`src/rtl/spi_slave_responder_pkg.sv`:
```
// spi_pkg: shared widths, timing constant and FSM state type for the SPI slave responder
package spi_pkg;
  localparam int SPI_DATA_W = 12;
  localparam int SPI_CLK_DIV = 10;
  typedef enum logic [1:0] {IDLE, SHIFT, WAIT_CS} slave_state_t;
endpackage

```
`src/rtl/spi_slave_responder_if.sv`:
```
// spi_slave_responder_if: tx/rx word handshake, status pulses and SPI pins of the responder
interface spi_slave_responder_if import spi_pkg::*; #(
  parameter int DATA_W = SPI_DATA_W
);
  logic [DATA_W-1:0] tx_data;
  logic tx_valid;
  logic tx_ready;
  logic [DATA_W-1:0] rx_data;
  logic rx_valid;
  logic tx_underrun;
  logic frame_err;
  logic busy;
  logic sclk;
  logic cs;
  logic mosi;
  logic miso;
  modport slave (
    input tx_data, tx_valid, sclk, cs, mosi,
    output tx_ready, rx_data, rx_valid, tx_underrun, frame_err, busy, miso
  );
  modport master (
    output tx_data, tx_valid, sclk, cs, mosi,
    input tx_ready, rx_data, rx_valid, tx_underrun, frame_err, busy, miso
  );
endinterface

```
`src/rtl/spi_slave_responder_sync_edge.sv`:
```
// spi_sync_edge: multi-flop synchronizer with one extra flop for rise/fall detection
module spi_sync_edge #(
  parameter int SYNC_STAGES = 2,
  parameter logic RST_VAL = 1'b0
) (
  input  logic clk,
  input  logic rst,
  input  logic d,
  output logic q,
  output logic rise,
  output logic fall
);
  logic [SYNC_STAGES:0] sr;
  always_ff @(posedge clk)
    if (!rst) sr <= {(SYNC_STAGES + 1){RST_VAL}};
    else sr <= {sr[SYNC_STAGES-1:0], d};
  assign q = sr[SYNC_STAGES-1];
  assign rise = sr[SYNC_STAGES-1] & ~sr[SYNC_STAGES];
  assign fall = ~sr[SYNC_STAGES-1] & sr[SYNC_STAGES];
endmodule

```
`src/rtl/spi_slave_responder.sv`:
```
// spi_slave_responder: oversampled full-duplex LSB-first SPI slave with a one-entry tx holding buffer
module spi_slave_responder import spi_pkg::*; #(
  parameter int DATA_W = SPI_DATA_W,
  parameter int SYNC_STAGES = 2,
  parameter logic [DATA_W-1:0] FILL_WORD = '0
) (
  input logic clk,
  input logic rst,
  spi_slave_responder_if.slave bus
);
  localparam int CNT_W = $clog2(DATA_W + 1);
  slave_state_t state;
  logic buf_full;
  logic [DATA_W-1:0] buf_data, tx_sr, rx_sr, next_rx, load_word;
  logic [CNT_W-1:0] cnt;
  logic sclk_q, sclk_rise, sclk_fall, cs_q, cs_rise, cs_fall, mosi_q, mosi_rise, mosi_fall;
  logic accept, start, unused_sync;
  spi_sync_edge #(.SYNC_STAGES(SYNC_STAGES), .RST_VAL(1'b0)) u_sclk (
    .clk(clk), .rst(rst), .d(bus.sclk), .q(sclk_q), .rise(sclk_rise), .fall(sclk_fall)
  );
  spi_sync_edge #(.SYNC_STAGES(SYNC_STAGES), .RST_VAL(1'b1)) u_cs (
    .clk(clk), .rst(rst), .d(bus.cs), .q(cs_q), .rise(cs_rise), .fall(cs_fall)
  );
  spi_sync_edge #(.SYNC_STAGES(SYNC_STAGES), .RST_VAL(1'b0)) u_mosi (
    .clk(clk), .rst(rst), .d(bus.mosi), .q(mosi_q), .rise(mosi_rise), .fall(mosi_fall)
  );
  assign unused_sync = ^{sclk_q, cs_q, mosi_rise, mosi_fall};
  assign accept = bus.tx_valid & ~buf_full;
  assign start = (state == IDLE) & cs_fall;
  assign load_word = buf_full ? buf_data : FILL_WORD;
  assign next_rx = {mosi_q, rx_sr[DATA_W-1:1]};
  assign bus.tx_ready = ~buf_full;
  assign bus.busy = state != IDLE;
  always_ff @(posedge clk)
    if (!rst) begin
      state <= IDLE;
      buf_full <= 1'b0;
      buf_data <= '0;
      tx_sr <= '0;
      rx_sr <= '0;
      cnt <= '0;
      bus.rx_data <= '0;
      bus.rx_valid <= 1'b0;
      bus.tx_underrun <= 1'b0;
      bus.frame_err <= 1'b0;
      bus.miso <= 1'b0;
    end else begin
      bus.rx_valid <= 1'b0;
      bus.tx_underrun <= 1'b0;
      bus.frame_err <= 1'b0;
      buf_full <= start ? accept : (buf_full | accept);
      if (accept) buf_data <= bus.tx_data;
      case (state)
        IDLE: begin
          bus.miso <= 1'b0;
          if (cs_fall) begin
            state <= SHIFT;
            cnt <= '0;
            tx_sr <= load_word;
            bus.miso <= load_word[0];
            bus.tx_underrun <= ~buf_full;
          end
        end
        SHIFT:
          if (cs_rise) begin
            state <= IDLE;
            bus.frame_err <= 1'b1;
            bus.miso <= 1'b0;
          end else begin
            if (sclk_rise) begin
              rx_sr <= next_rx;
              cnt <= cnt + 1'b1;
              if (cnt == CNT_W'(DATA_W - 1)) begin
                bus.rx_data <= next_rx;
                bus.rx_valid <= 1'b1;
                state <= WAIT_CS;
              end
            end
            if (sclk_fall) begin
              tx_sr <= tx_sr >> 1;
              bus.miso <= tx_sr[1];
            end
          end
        WAIT_CS:
          if (cs_rise) begin
            state <= IDLE;
            bus.miso <= 1'b0;
          end
        default: state <= IDLE;
      endcase
    end
endmodule

```
`src/flat_wrapper.sv`:
```
// flat-port wrapper written by rule: the top's interface ports become plain ports
module spi_slave_responder_flat import spi_pkg::*;
#(
  parameter int DATA_W = SPI_DATA_W,
  parameter int SYNC_STAGES = 2,
  parameter logic [DATA_W-1:0] FILL_WORD = '0
)
  (clk, rst, bus_tx_data, bus_tx_valid, bus_sclk, bus_cs, bus_mosi, bus_tx_ready, bus_rx_data, bus_rx_valid, bus_tx_underrun, bus_frame_err, bus_busy, bus_miso);
  spi_slave_responder_if #(.DATA_W(DATA_W)) bus_i ();
  input logic clk;
  input logic rst;
  input wire logic [$bits(bus_i.tx_data)-1:0] bus_tx_data;
  input wire logic [$bits(bus_i.tx_valid)-1:0] bus_tx_valid;
  input wire logic [$bits(bus_i.sclk)-1:0] bus_sclk;
  input wire logic [$bits(bus_i.cs)-1:0] bus_cs;
  input wire logic [$bits(bus_i.mosi)-1:0] bus_mosi;
  output wire logic [$bits(bus_i.tx_ready)-1:0] bus_tx_ready;
  output wire logic [$bits(bus_i.rx_data)-1:0] bus_rx_data;
  output wire logic [$bits(bus_i.rx_valid)-1:0] bus_rx_valid;
  output wire logic [$bits(bus_i.tx_underrun)-1:0] bus_tx_underrun;
  output wire logic [$bits(bus_i.frame_err)-1:0] bus_frame_err;
  output wire logic [$bits(bus_i.busy)-1:0] bus_busy;
  output wire logic [$bits(bus_i.miso)-1:0] bus_miso;
  assign bus_i.tx_data = bus_tx_data;
  assign bus_i.tx_valid = bus_tx_valid;
  assign bus_i.sclk = bus_sclk;
  assign bus_i.cs = bus_cs;
  assign bus_i.mosi = bus_mosi;
  assign bus_tx_ready = bus_i.tx_ready;
  assign bus_rx_data = bus_i.rx_data;
  assign bus_rx_valid = bus_i.rx_valid;
  assign bus_tx_underrun = bus_i.tx_underrun;
  assign bus_frame_err = bus_i.frame_err;
  assign bus_busy = bus_i.busy;
  assign bus_miso = bus_i.miso;
  spi_slave_responder #(.DATA_W(DATA_W), .SYNC_STAGES(SYNC_STAGES), .FILL_WORD(FILL_WORD)) u_core (.clk(clk), .rst(rst), .bus(bus_i));
endmodule
```
`config.mk`:
```
export PLATFORM = sky130hd
export DESIGN_NAME = spi_slave_responder_flat
export DESIGN_NICKNAME = d
export VERILOG_FILES = /design/src/rtl/spi_slave_responder_pkg.sv /design/src/rtl/spi_slave_responder_if.sv /design/src/rtl/spi_slave_responder_sync_edge.sv /design/src/rtl/spi_slave_responder.sv /design/src/flat_wrapper.sv
export SDC_FILE = /design/constraint.sdc
export NUM_CORES = 1
export LEC_CHECK = 0
export BUFFER_PORTS_ARGS = -buffer_cell sky130_fd_sc_hd__clkbuf_2
export CORE_MARGIN = 4
export CORE_UTILIZATION = 30
export CTS_BUF_LIST = sky130_fd_sc_hd__clkbuf_4
export CTS_CLUSTER_SIZE = 14
export DETAILED_ROUTE_END_ITERATION = 10
export PLACE_DENSITY = 0.5
export SETUP_SLACK_MARGIN = 0.05
export SYNTH_ARGS = -nofsm -noshare
export SYNTH_HDL_FRONTEND = slang
export SYNTH_SLANG_ARGS = --single-unit
```
`constraint.sdc`:
```
create_clock -name clk -period 5.6 [get_ports clk]
set_input_delay 0.28 -clock clk [delete_from_list [all_inputs] [get_ports clk]]
set_output_delay 0.28 -clock clk [all_outputs]
set_load 0.02 [all_outputs]
```
After elaboration in Yosys (flattened, before gate mapping) --
Cells that the tools add are included.
Cells by class: $lt $le $gt $ge 0, div/mod/pow operators 0, bitwise operators 16, multiply operators 0, $add $sub $neg 1, reductions and logical operators 13, eq/ne operators 11, muxes and demuxes 23, shift-type cells 0
Operators with widths (count):
- 12-bit 2-to-1 mux | 4
- 12-bit case mux with 2 select lines | 1
- 4-bit AND reduction | 4
- 4-bit 2-to-1 mux | 3
- 2-bit 2-to-1 mux | 5
- 3-bit by 1-bit != test with 1-bit output (second input constant) | 3
- 1-bit NOT | 9
- 3-bit AND reduction | 3
- 2-bit by 1-bit != test with 1-bit output (second input constant) | 4
- 4-bit case mux with 2 select lines | 1
- 1-bit 2-to-1 mux | 7
- 1-bit bitwise AND | 6
- 2-bit case mux with 3 select lines | 1
- 4-bit by 1-bit adder with 4-bit output (second input constant) | 1
- 4-bit == test (second input constant) | 1
- 2-bit nonzero test | 2
- 4-bit OR reduction | 1
- 1-bit case mux with 3 select lines | 1
- 3-bit nonzero test | 1
- 2-bit by 1-bit == test with 1-bit output (second input constant) | 1
- 2-bit == test (second input constant) | 1
- 2-bit zero test | 1
- 2-bit != test (second input constant) | 1
- 2-bit AND reduction | 1
- 1-bit OR | 1
Storage, ports and cells: output and inout bits 18, memories 0, latch bits 0, bits in registers 67, ROM bits 0, logic and storage cells 78, RAM bits 0

Depth between registers and ports, before layout --
Gate-level depths: netlist of run 1.
depth after elaboration 5, mapped depth 7, depth with buffers taken out 6

By module --
Synthesis of run 1 repeated with hierarchy kept, for this count alone.
Unflattened totals: cell total of the unflattened synthesis 284, area total of the unflattened synthesis 2735.1 um2
By module, submodules not included:
- spi_slave_responder | cells each 260, area an instance 2461.1 um2, times used 1
- spi_sync_edge | cells each 8, area an instance 91.3 um2, times used 3

Worst setup path before layout of run 1 --
No wires, ideal clock.
path kind reg-to-reg, from reg u_core.state[0], to reg u_core.tx_sr[10], cell stages (with the launch flop) 8, required time 5.478 ns, arrival 1.647 ns, slack 3.831 ns, cells stage by stage dfxtp_1 -> inv_1 -> ha_1 -> and2_4 -> a2111oi_4 -> buf_6 -> o221ai_2 -> o311a_1
On the way: word-level cells in the longest chain between the ends 3, elaborated cells on any way between the ends 8
RTL lines:
- start, declared | RTL line spi_slave_responder.sv:12 | slave_state_t state;
- start signal, assigned | RTL line spi_slave_responder.sv:36 | state <= IDLE;
- start signal, assigned | RTL line spi_slave_responder.sv:57 | state <= SHIFT;
- start signal, assigned | RTL line spi_slave_responder.sv:66 | state <= IDLE;
- 2-bit by 1-bit == test with 1-bit output or 2-bit zero test (tied branches) | RTL line spi_slave_responder.sv:53 | case (state)
- 2-bit by 1-bit != test with 1-bit output (no line) (tied with other cells)
- 4-bit AND reduction (no line)
- end signal, assigned | RTL line spi_slave_responder.sv:59 | tx_sr <= load_word;
- end signal, assigned | RTL line spi_slave_responder.sv:80 | tx_sr <= tx_sr >> 1;
- end, declared | RTL line spi_slave_responder.sv:14 | logic [DATA_W-1:0] buf_data, tx_sr, rx_sr, next_rx, load_word;
Parallel ways exist; a longest one is shown, timed or not. A chain may end at the register's enable or synchronous reset.

Final worst setup path of run 1 --
from reg u_core.state[1], to reg u_core.tx_sr[1]
Same word-level chain as after synthesis.

==> reports/metrics.cfg, run 1 <==
[yosys]
ys_ff_latch=65
yosysSeqAreaShare_pct=47.4
synth_cell_types=40
yosysWarningCount=0
synth_nets=312
syn_inst=289
synthesis.area_sq_um=2750
synth_top_cells_by_area=dfxtp_1, mux2i_1, nand2_1
yosys.area.top_type=dfxtp_1
avgSynthCellArea_sq_um=9.51
yosysTopAreaCellShare_pct=47.4

[critical_path]
reg2reg_setup_slack_ns=3.15
cp_top_family=simple AND/OR/NAND/NOR gates
cp.depth=7
worstReg2RegStart=u_core.state[1]$_SDFFE_PN0P_
reg2reg_to=u_core.tx_sr[1]$_SDFFE_PN0P_
cp.required_ns=5.89
max_stage_delay_ns=0.75
cp.arrival_ns=2.74
rr_worst_depth=7
crit_fanout=32
path_cells=inv_1, ha_1, buf_4, nor3b_1, and2b_1, o221ai_1, o311a_1
crit_path_end=u_core.tx_sr[1]$_SDFFE_PN0P_
cp-startpoint=u_core.state[1]$_SDFFE_PN0P_
cp_slowest_cell=and2b_1
endpoint_kind=flop
crit_buf_inv=2
crit_type=flop to flop
start_kind=flop

[cts]
root_buffer=clkbuf_4
clockBufferDepth=2
cts_setup_buffers=0
cts.sinks=65
numCtsBuffers=9
clk_latency_ns=0.39
htreeDepth=3
ctsHoldBuffers=0
clk_pin_slew_worst_paths_ns=0.10
cts_resized=0
cts_tree=built

[floorplan]
rows=34
die_h_um=104
die_w_um=104
start_util_pct=31.2
core_area_sq_um=8810
die-area_sq_um=10800
ios=36

[sta]
period_needed_ns=2.45
rsz0062_at_grt=no
fin_crit_sh_pct=43.8
skew_ns=0.00758
finalSetupViolCount=0
worstMarginPinSlew_ns=0.969
slew_viol_final=0
hold_viol=0
max_slew_margin_pct=35.3
tns_ns=0
layout_setup_ws_ns=3.15
fmax_mhz=407

[final_layout]
layout-drive-gt1-share_pct=20.5
finalInstanceArea_sq_um=3080
diodes=0
nets=341
area_growth_pct=12.2
final_common_cell=dfxtp_1
stdcell_count=430
layout_common_cells=dfxtp_1, nand2_1, clkbuf_2, nor2_1, mux2i_1

[power_and_ir_drop]
p_sw_share_pct=31.2
pwr-share-comb_pct=23.9
ir_worst_vdd_mv=0.137
p_per_area_nw_per_um2=332
p_sw_mw=0.320
p_seq_share_pct=51.2
p_leak_nw=1.42
p_clk_share_pct=24.9
p_int_mw=0.705

[detailed_routing]
wl_um=5580
postRouteAntennaNets=0
post-route-drc-count=0
viasPerCell=4.78
wl_per_cell_um=13.0
first_pass_iters=4
drtIter0Drc=64
vias=2056

[global_route]
antenna_found_initial=0
grt_usage_pct=10.8
grt_max_degree=33
grt_pass1_vias=2065
overflow=0
grt_pass1_wl_um=9530

[run]
max-cap-violations=0

[place]
port_buffers=35
dp_slack_ns=3.18
dpl_cell_area_sq_um=2980
placed_cells=415
gp_congestion=0.736
dp_hpwl_um=3720

[min_path]
hold_class=input port to flop

[status]
status=complete, no violations

[worst min-delay path by stage]
stage                                        end  slack [ns]  cells past startpoint                    startpoint
floorplan           u_core.u_cs.sr[0]$_SDFF_PN1_        0.38                      1                        bus_cs
global placement    u_core.u_cs.sr[1]$_SDFF_PN1_        0.39                      1  u_core.u_cs.sr[0]$_SDFF_PN1_
finish              u_core.u_cs.sr[0]$_SDFF_PN1_        0.06                      2                        bus_cs
CTS                 u_core.u_cs.sr[0]$_SDFF_PN1_        0.02                      2                        bus_cs
global route        u_core.u_cs.sr[0]$_SDFF_PN1_        0.03                      2                        bus_cs
detailed placement  u_core.u_cs.sr[1]$_SDFF_PN1_        0.40                      1  u_core.u_cs.sr[0]$_SDFF_PN1_
[cell families after synthesis]
group,count (synthesis),share of synthesized area (%)
flip-flops,65,47.4
adder cells (fa/ha/maj),5,2.28
multiplexers,29,10.6
AO/OA/AOI/OAI,47,15.6
buffers and inverters,27,4.65
AND/OR/NAND/NOR,116,19.5
[routing by layer]
layer  wire, um  up-vias  GRT usage (%)  part of all wire (%)
met4        101        0           4.27                   1.8
met2       2480       44           17.6                    44
li1           -     1052              -                     -
met5          0        -              0                     0
met1       2700      949           12.8                    48
met3        300       11           4.23                   5.4
[power groups by stage]
| stage | Sequential (mW) | Combinational [mW] | Clock, mW |
|---|---|---|---|
| 2_1_floorplan | 0.530 | 0.213 | 0 |
| 3_3_place_gp | 0.534 | 0.240 | 0 |
| 3_5_place_dp | 0.534 | 0.247 | 0 |
| 4_1_cts | 0.524 | 0.248 | 0.271 |
| 5_1_grt | 0.529 | 0.272 | 0.291 |
| 6_report | 0.524 | 0.245 | 0.255 |
[cell type report]
type                       count  area (sq um)
clock buffer                  11          82.6
clock inverter                 4          21.3
fill                         906          5720
inverter                       7          26.3
multi-input combinational    197          1320
sequential                    65          1300
tap                          108           135
timing repair buffer          38           198
[Yosys cell counts]
library cell	instances
o21ai_0	1
nor3_1	2
or3_1	1
nand2b_1	7
o221ai_2	9
nand2_1	53
and2b_1	1
o22ai_1	1
and2_4	1
inv_1	7
buf_1	2
nand2b_4	1
a2111oi_4	1
dfxtp_1	65
o311a_1	10
mux2i_1	28
clkbuf_1	9
buf_2	6
nor2_1	29
mux2_1	1
o21a_1	2
o221ai_1	1
a2111oi_2	1
a311oi_1	1
buf_4	1
o31a_1	1
and3_1	1
a211oi_1	1
and3b_1	1
ha_1	5
and2_1	8
buf_6	2
nor3b_1	1
o21ai_1	2
nor2b_1	3
nand3b_1	1
nand3_1	3
nand4_2	1
nand4_1	2
a21oi_1	16
[registers in the layout (all words and copies together), names as in the netlist, 2 cells and up]
register,cells
u_core.buf_data,12
u_core.bus.rx_data,12
u_core.cnt,4
u_core.rx_sr,11
u_core.state,2
u_core.tx_sr,11
u_core.u_cs.sr,3
u_core.u_mosi.sr,2
u_core.u_sclk.sr,3
[per-stage QoR]
stage	hold WS [ns]	util (%)	power [mW]
6_report	0.0593	35.0	1.03
5_1_grt	0.0343	35.0	1.09
4_1_cts	0.0192	35.0	1.04
3_5_place_dp	0.403	33.8	0.781
3_3_place_gp	0.394	33.8	0.775
2_1_floorplan	0.381	-	0.742
No activity file was read; power rests on OpenSTA's default activity.
==> inputs of run 2 (changes only) <==
--- a/config.mk
+++ b/config.mk
@@ -5,6 +5,7 @@
 export SDC_FILE = /design/constraint.sdc
 export NUM_CORES = 1
 export LEC_CHECK = 0
+export ABC_AREA = 1
 export BUFFER_PORTS_ARGS = -buffer_cell sky130_fd_sc_hd__clkbuf_2
 export CORE_MARGIN = 4
 export CORE_UTILIZATION = 30
==> constraint.sdc (replaced) <==
create_clock -name clk -period 2.3 [get_ports clk]
set_input_delay 0.115 -clock clk [delete_from_list [all_inputs] [get_ports clk]]
set_output_delay 0.115 -clock clk [all_outputs]
set_load 0.02 [all_outputs]
==> run 2 against run 1 <==
Effect of this change:
- worst hold slack worse by 0.052 ns
- die area is 3.5% lower
- final cell count is 19% higher
- via count is 11% higher
- highest routed layer unchanged
- utilization is 2.5 points higher
- largest power group unchanged
- global-route usage is 1.3 points higher
- non-clock buffer count is 14 higher
- sequential cell count stayed put
- maximum frequency is 22% higher
==> reports/metrics.cfg, run 2 <==
[critical_path]
cp.arrival_ns=2.35
start_kind=flop
cp.required_ns=2.64
endpoint_kind=flop
crit_fanout=18
crit_type=flop to flop
reg2reg_setup_slack_ns=0.29

[floorplan]
ios=36
start_util_pct=31.5
rows=33
die_h_um=102
die_w_um=102
die-area_sq_um=10400
core_area_sq_um=8380

[final_layout]
layout_common_cells=nor2_1, dfxtp_1, nand2_1, o21ai_0, clkbuf_2
nets=425
top_regs=u_core.buf_data: 12 flops, u_core.bus.rx_data: 12 flops
finalInstanceArea_sq_um=3140
area_growth_pct=18.8
fill_cells=924
diodes=0
final_common_cell=nor2_1
layout-drive-gt1-share_pct=16.3

[cts]
htreeDepth=3
cts.sinks=65
root_buffer=clkbuf_4
cts_setup_buffers=0
clockBufferDepth=2
cts_tree=built
clk_latency_ns=0.40
numCtsBuffers=9
clk_pin_slew_worst_paths_ns=0.10
cts_resized=0
ctsHoldBuffers=14

[sta]
slew_viol_final=0
skew_ns=0.00952
max_slew_margin_pct=52.0
hold_viol=0
worstMarginPinSlew_ns=0.721
tns_ns=0
fin_crit_sh_pct=87.3
finalSetupViolCount=0
rsz0062_at_grt=no
period_needed_ns=2.01
fmax_mhz=498

[yosys]
synth_nets=379
syn_inst=356
avgSynthCellArea_sq_um=7.42
synth_edf_count=0
synthesis.area_sq_um=2640
ys_ff_latch=65
synth_top_cells_by_area=dfxtp_1, nor2_1, nand2_1
yosysTopAreaCellShare_pct=49.2
yosysWarningCount=0
synth_cell_types=24
synthFlopType=dfxtp_1
yosys.area.top_type=dfxtp_1
yosysMostFrequentCell=nor2_1
yosysSeqAreaShare_pct=49.2
synth_common_cells=nor2_1, dfxtp_1, nand2_1
synth_async_sr_flop_share_pct=0

[detailed_routing]
post-route-drc-count=0
first_pass_iters=4
postRouteAntennaNets=0
drtIter0Drc=81
wl_um=5800
vias=2272
viasPerCell=4.45
wl_per_cell_um=11.3

[global_route]
met1_usage_pct=14.6
use_met2_pct=20.1
grt_pass1_wl_um=9790
antenna_found_initial=0
overflow=0
use_met3_pct=3.75
grt_max_degree=36
grt_pass1_vias=2178
busiest_layer=met2
grt_usage_pct=12.1

[power_and_ir_drop]
p_per_area_nw_per_um2=787
p_leak_nw=1.44
ir_worst_vdd_mv=0.276

[status]
status=complete, no violations

[run]
max-cap-violations=0

[place]
port_buffers=35
dp_hpwl_um=3810
dpl_cell_area_sq_um=2850
gp_congestion=0.772

[min_path]
hold_class=input port to flop

## run 2: cell count changes after synthesis, moves of 7 or more
cell,change
nor2_1,+78
o21ai_0,+36
o221ai_2,-9
and2_1,-8
a22oi_1,+10
nand2_1,+8
a21oi_1,-11
inv_1,+15
mux2i_1,-28
o311a_1,-10
nand2b_1,-7
## run 2: routing by layer
| layer | routed length, um | vias to the layer above | part of all wire, % |
|---|---|---|---|
| li1 | - | 1203 | - |
| met1 | 2750 | 1037 | 47 |
| met2 | 2780 | 28 | 48 |
| met3 | 216 | 4 | 3.7 |
| met4 | 51 | 0 | 0.88 |
| met5 | 0 | - | 0 |
## run 2: power by group
part | internal (mW) | total [mW] | switching [mW]
clock network | 0.438 | 0.834 | 0.397
registers | 1.21 | 1.26 | 0.0504
logic | 0.143 | 0.382 | 0.240
## run 2: final cells by class
type | instances | area, sq um | share of cell area, %
Clock buffer | 10 | 75.1 | 2.39
Clock inverter | 5 | 71.3 | 2.27
Multi-Input combinational cell | 247 | 1120 | 35.7
Timing Repair Buffer | 52 | 338 | 10.8
Tap cell | 105 | 131 | 4.18
Sequential cell | 65 | 1300 | 41.4
Inverter | 27 | 101 | 3.23
## run 2: worst max-delay path, cell delays in order (launching register included)
cell,delay [ns]
dfxtp_1,0.39
inv_1,0.08
ha_1,0.43
nor2_1,0.64
a22oi_1,0.14
nand2_1,0.11
nand2_1,0.05
nor2_1,0.10
## run 2: cell families after synthesis
| family | Yosys count | synth area share [%] |
|---|---|---|
| buf+inv | 44 | 8.29 |
| flops | 65 | 49.2 |
| compound gates | 54 | 11.4 |
| simple gates | 188 | 28.7 |
| fa+ha+maj | 5 | 2.37 |
## run 2: final timing paths
kind,start,end,depth (start not counted)
setup / recovery,u_core.state[1]$_SDFFE_PN0P_,u_core.tx_sr[10]$_SDFFE_PN0P_,7
hold / removal,bus_tx_data[8],u_core.buf_data[8]$_SDFFE_PN0P_,3
setup reg to reg,u_core.state[1]$_SDFFE_PN0P_,u_core.tx_sr[10]$_SDFFE_PN0P_,7
hold reg to reg,u_core.u_cs.sr[0]$_SDFF_PN1_,u_core.u_cs.sr[1]$_SDFF_PN1_,1
## run 2: stage by stage
step	power [mW]	setup WS [ns]	instances	util [%]	hold WS, ns
floorplan	1.58	0.882	356	-	0.213
global placement	1.64	0.402	482	34.0	0.309
detailed placement	1.65	0.316	482	34.0	0.304
CTS	2.50	0.290	511	37.5	0.0170
global route	2.63	0.0909	511	37.5	0.0355
finish	2.47	0.291	511	37.5	0.00760
==> inputs of run 3 (changes only) <==
--- a/config.mk
+++ b/config.mk
@@ -5,7 +5,6 @@
 export SDC_FILE = /design/constraint.sdc
 export NUM_CORES = 1
 export LEC_CHECK = 0
-export ABC_AREA = 1
 export BUFFER_PORTS_ARGS = -buffer_cell sky130_fd_sc_hd__clkbuf_2
 export CORE_MARGIN = 4
 export CORE_UTILIZATION = 30
==> run 3 against run 2 <==
Effect of this change:
- critical path depth unchanged
- sequential cell count unchanged
- sequential power about the same
- highest routed layer unchanged
- critical endpoint is now u_core.tx_sr[2]$_SDFFE_PN0P_
==> reports/metrics.cfg, run 3 (synthesis results as in run 1) <==
[detailed_routing]
first_pass_iters=4
drtIter0Drc=57
viasPerCell=4.68
wl_met1_um=2830
post-route-drc-count=0
top_layer=met4
wl_per_cell_um=12.7
vias=2104
wl_um=5700
postRouteAntennaNets=0
dr_wl_met2_um=2590
met3_length_um=243

[floorplan]
start_util_pct=31.2
die_w_um=104
die_h_um=104
rows=34
core_area_sq_um=8810
die-area_sq_um=10800
ios=36

[global_route]
grt_pass1_vias=2112
grt_max_degree=28
overflow=0
grt_usage_pct=11.4
antenna_found_initial=0
grt_pass1_wl_um=10100

[sta]
hold_viol=0
rsz0062_at_grt=no
slew_viol_final=0
skew_ns=0.0175
period_needed_ns=2.06
tns_ns=0
finalSetupViolCount=0
layout_setup_ws_ns=0.239
max_slew_margin_pct=33.4
whs_ns=0.134
fin_crit_sh_pct=89.6
worstMarginPinSlew_ns=0.997
fmax_mhz=485

[cts]
cts_setup_buffers=0
clk_pin_slew_worst_paths_ns=0.12
clk_latency_ns=0.41
cts_tree=built
clockBufferDepth=2
root_buffer=clkbuf_4
ctsHoldBuffers=15
numCtsBuffers=9
cts_resized=0
cts.sinks=65
htreeDepth=3

[final_layout]
nets=360
top_regs=u_core.buf_data: 12 flops, u_core.bus.rx_data: 12 flops
diodes=0
stdcell_count=450
area_growth_pct=21.7
layout-drive-gt1-share_pct=21.1
fill_cells=889
final_common_cell=dfxtp_1
layout_common_cells=dfxtp_1, nand2_1, clkbuf_2, nor2_1, mux2i_1

[critical_path]
cp.required_ns=2.60
crit_fanout=19
cp.arrival_ns=2.36
endpoint_kind=flop
reg2reg_setup_slack_ns=0.24
crit_type=flop to flop
path_cells=inv_1, ha_1, and2_4, a2111oi_4, buf_4, o221ai_2, o311a_1
cp_slowest_cell=dfxtp_1
start_kind=flop
reg2reg_to=u_core.tx_sr[2]$_SDFFE_PN0P_
max_stage_delay_ns=0.41
worstReg2RegStart=u_core.state[0]$_SDFFE_PN0P_
rr_worst_depth=7

[power_and_ir_drop]
p_per_area_nw_per_um2=838
p_sw_mw=0.840
ir_worst_vdd_mv=0.328
p_sw_share_pct=30.0
p_clk_share_pct=32.1
p_seq_share_pct=45.6
pwr-share-comb_pct=22.3
p_int_mw=1.96
total_power_mw=2.80
p_leak_nw=1.53

[place]
dp_slack_ns=0.273
dp_hpwl_um=3750
placed_cells=419
port_buffers=35
gp_congestion=0.741

[min_path]
hp-start=rst
holdPathStages=3
hold_class=input port to flop
hold_end=u_core.u_cs.sr[2]$_SDFF_PN1_

[status]
status=complete, no violations

[run]
max-cap-violations=0

==> run 3: cell types whose count changed in the layout (fill, tap and decap cells not counted), moves of 5 or more <==
cell	before	now
nor2_1	107	29
and2_1	0	8
nand2b_1	0	7
nand2_1	61	53
inv_1	22	7
inv_2	5	0
mux2i_1	0	28
o311a_1	0	10
o21ai_0	37	1
o221ai_2	0	9
a22oi_1	10	0
a21oi_1	5	16
==> run 3: per-layer routing <==
| metal | track usage, % | up-vias |
|---|---|---|
| met1 | 14.6 | 971 |
| met4 | 3.13 | 0 |
| met2 | 17.9 | 33 |
| met5 | 0 | - |
| met3 | 4.35 | 4 |
| li1 | - | 1096 |
==> run 3: worst max path at each step <==
stage / startpoint / depth (start not counted) / endpoint / slack, ns
6_report: u_core.state[0]$_SDFFE_PN0P_ / 7 / u_core.tx_sr[2]$_SDFFE_PN0P_ / 0.24
5_1_grt: u_core.state[1]$_SDFFE_PN0P_ / 8 / u_core.tx_sr[6]$_SDFFE_PN0P_ / 0.12
4_1_cts: u_core.state[0]$_SDFFE_PN0P_ / 7 / u_core.tx_sr[2]$_SDFFE_PN0P_ / 0.24
3_5_place_dp: u_core.state[0]$_SDFFE_PN0P_ / 7 / u_core.tx_sr[2]$_SDFFE_PN0P_ / 0.27
3_3_place_gp: u_core.state[0]$_SDFFE_PN0P_ / 7 / u_core.tx_sr[7]$_SDFFE_PN0P_ / 0.35
2_1_floorplan: u_core.state[0]$_SDFFE_PN0P_ / 7 / u_core.tx_sr[10]$_SDFFE_PN0P_ / 0.53
==> run 3: layout make-up <==
type | count | area (sq um) | share of cell area, %
clock inverters | 7 | 104 | 3.11
multi-input cells | 197 | 1320 | 39.4
inverters | 7 | 26.3 | 0.786
clock buffers | 9 | 67.6 | 2.02
repair buffers | 57 | 390 | 11.7
well taps | 108 | 135 | 4.04
flip-flops and latches | 65 | 1300 | 38.9
==> run 3: power by group through the flow <==
stage          Combinational (mW)  Sequential [mW]  Clock (mW)
2_1_floorplan               0.518             1.29           0
3_3_place_gp                0.595             1.30           0
3_5_place_dp                0.610             1.30           0
4_1_cts                     0.632             1.28       0.946
5_1_grt                     0.692             1.29       0.991
6_report                    0.625             1.28       0.899
==> run 3: worst max-delay path: cells and delay by family, from the launching register on <==
family,cells,cell delay [ns]
fa+ha+maj,1,0.28
buf+inv,2,0.42
compound gates,3,0.65
simple gates,1,0.18
flops,1,0.41
==> run 3: metrics by stage <==
stage / util (%) / instance area, sq um
global route: 38.0 / 3340
floorplan: - / 2750
CTS: 38.0 / 3340
global placement: 34.3 / 3020
finish: 38.0 / 3340
detailed placement: 34.3 / 3020
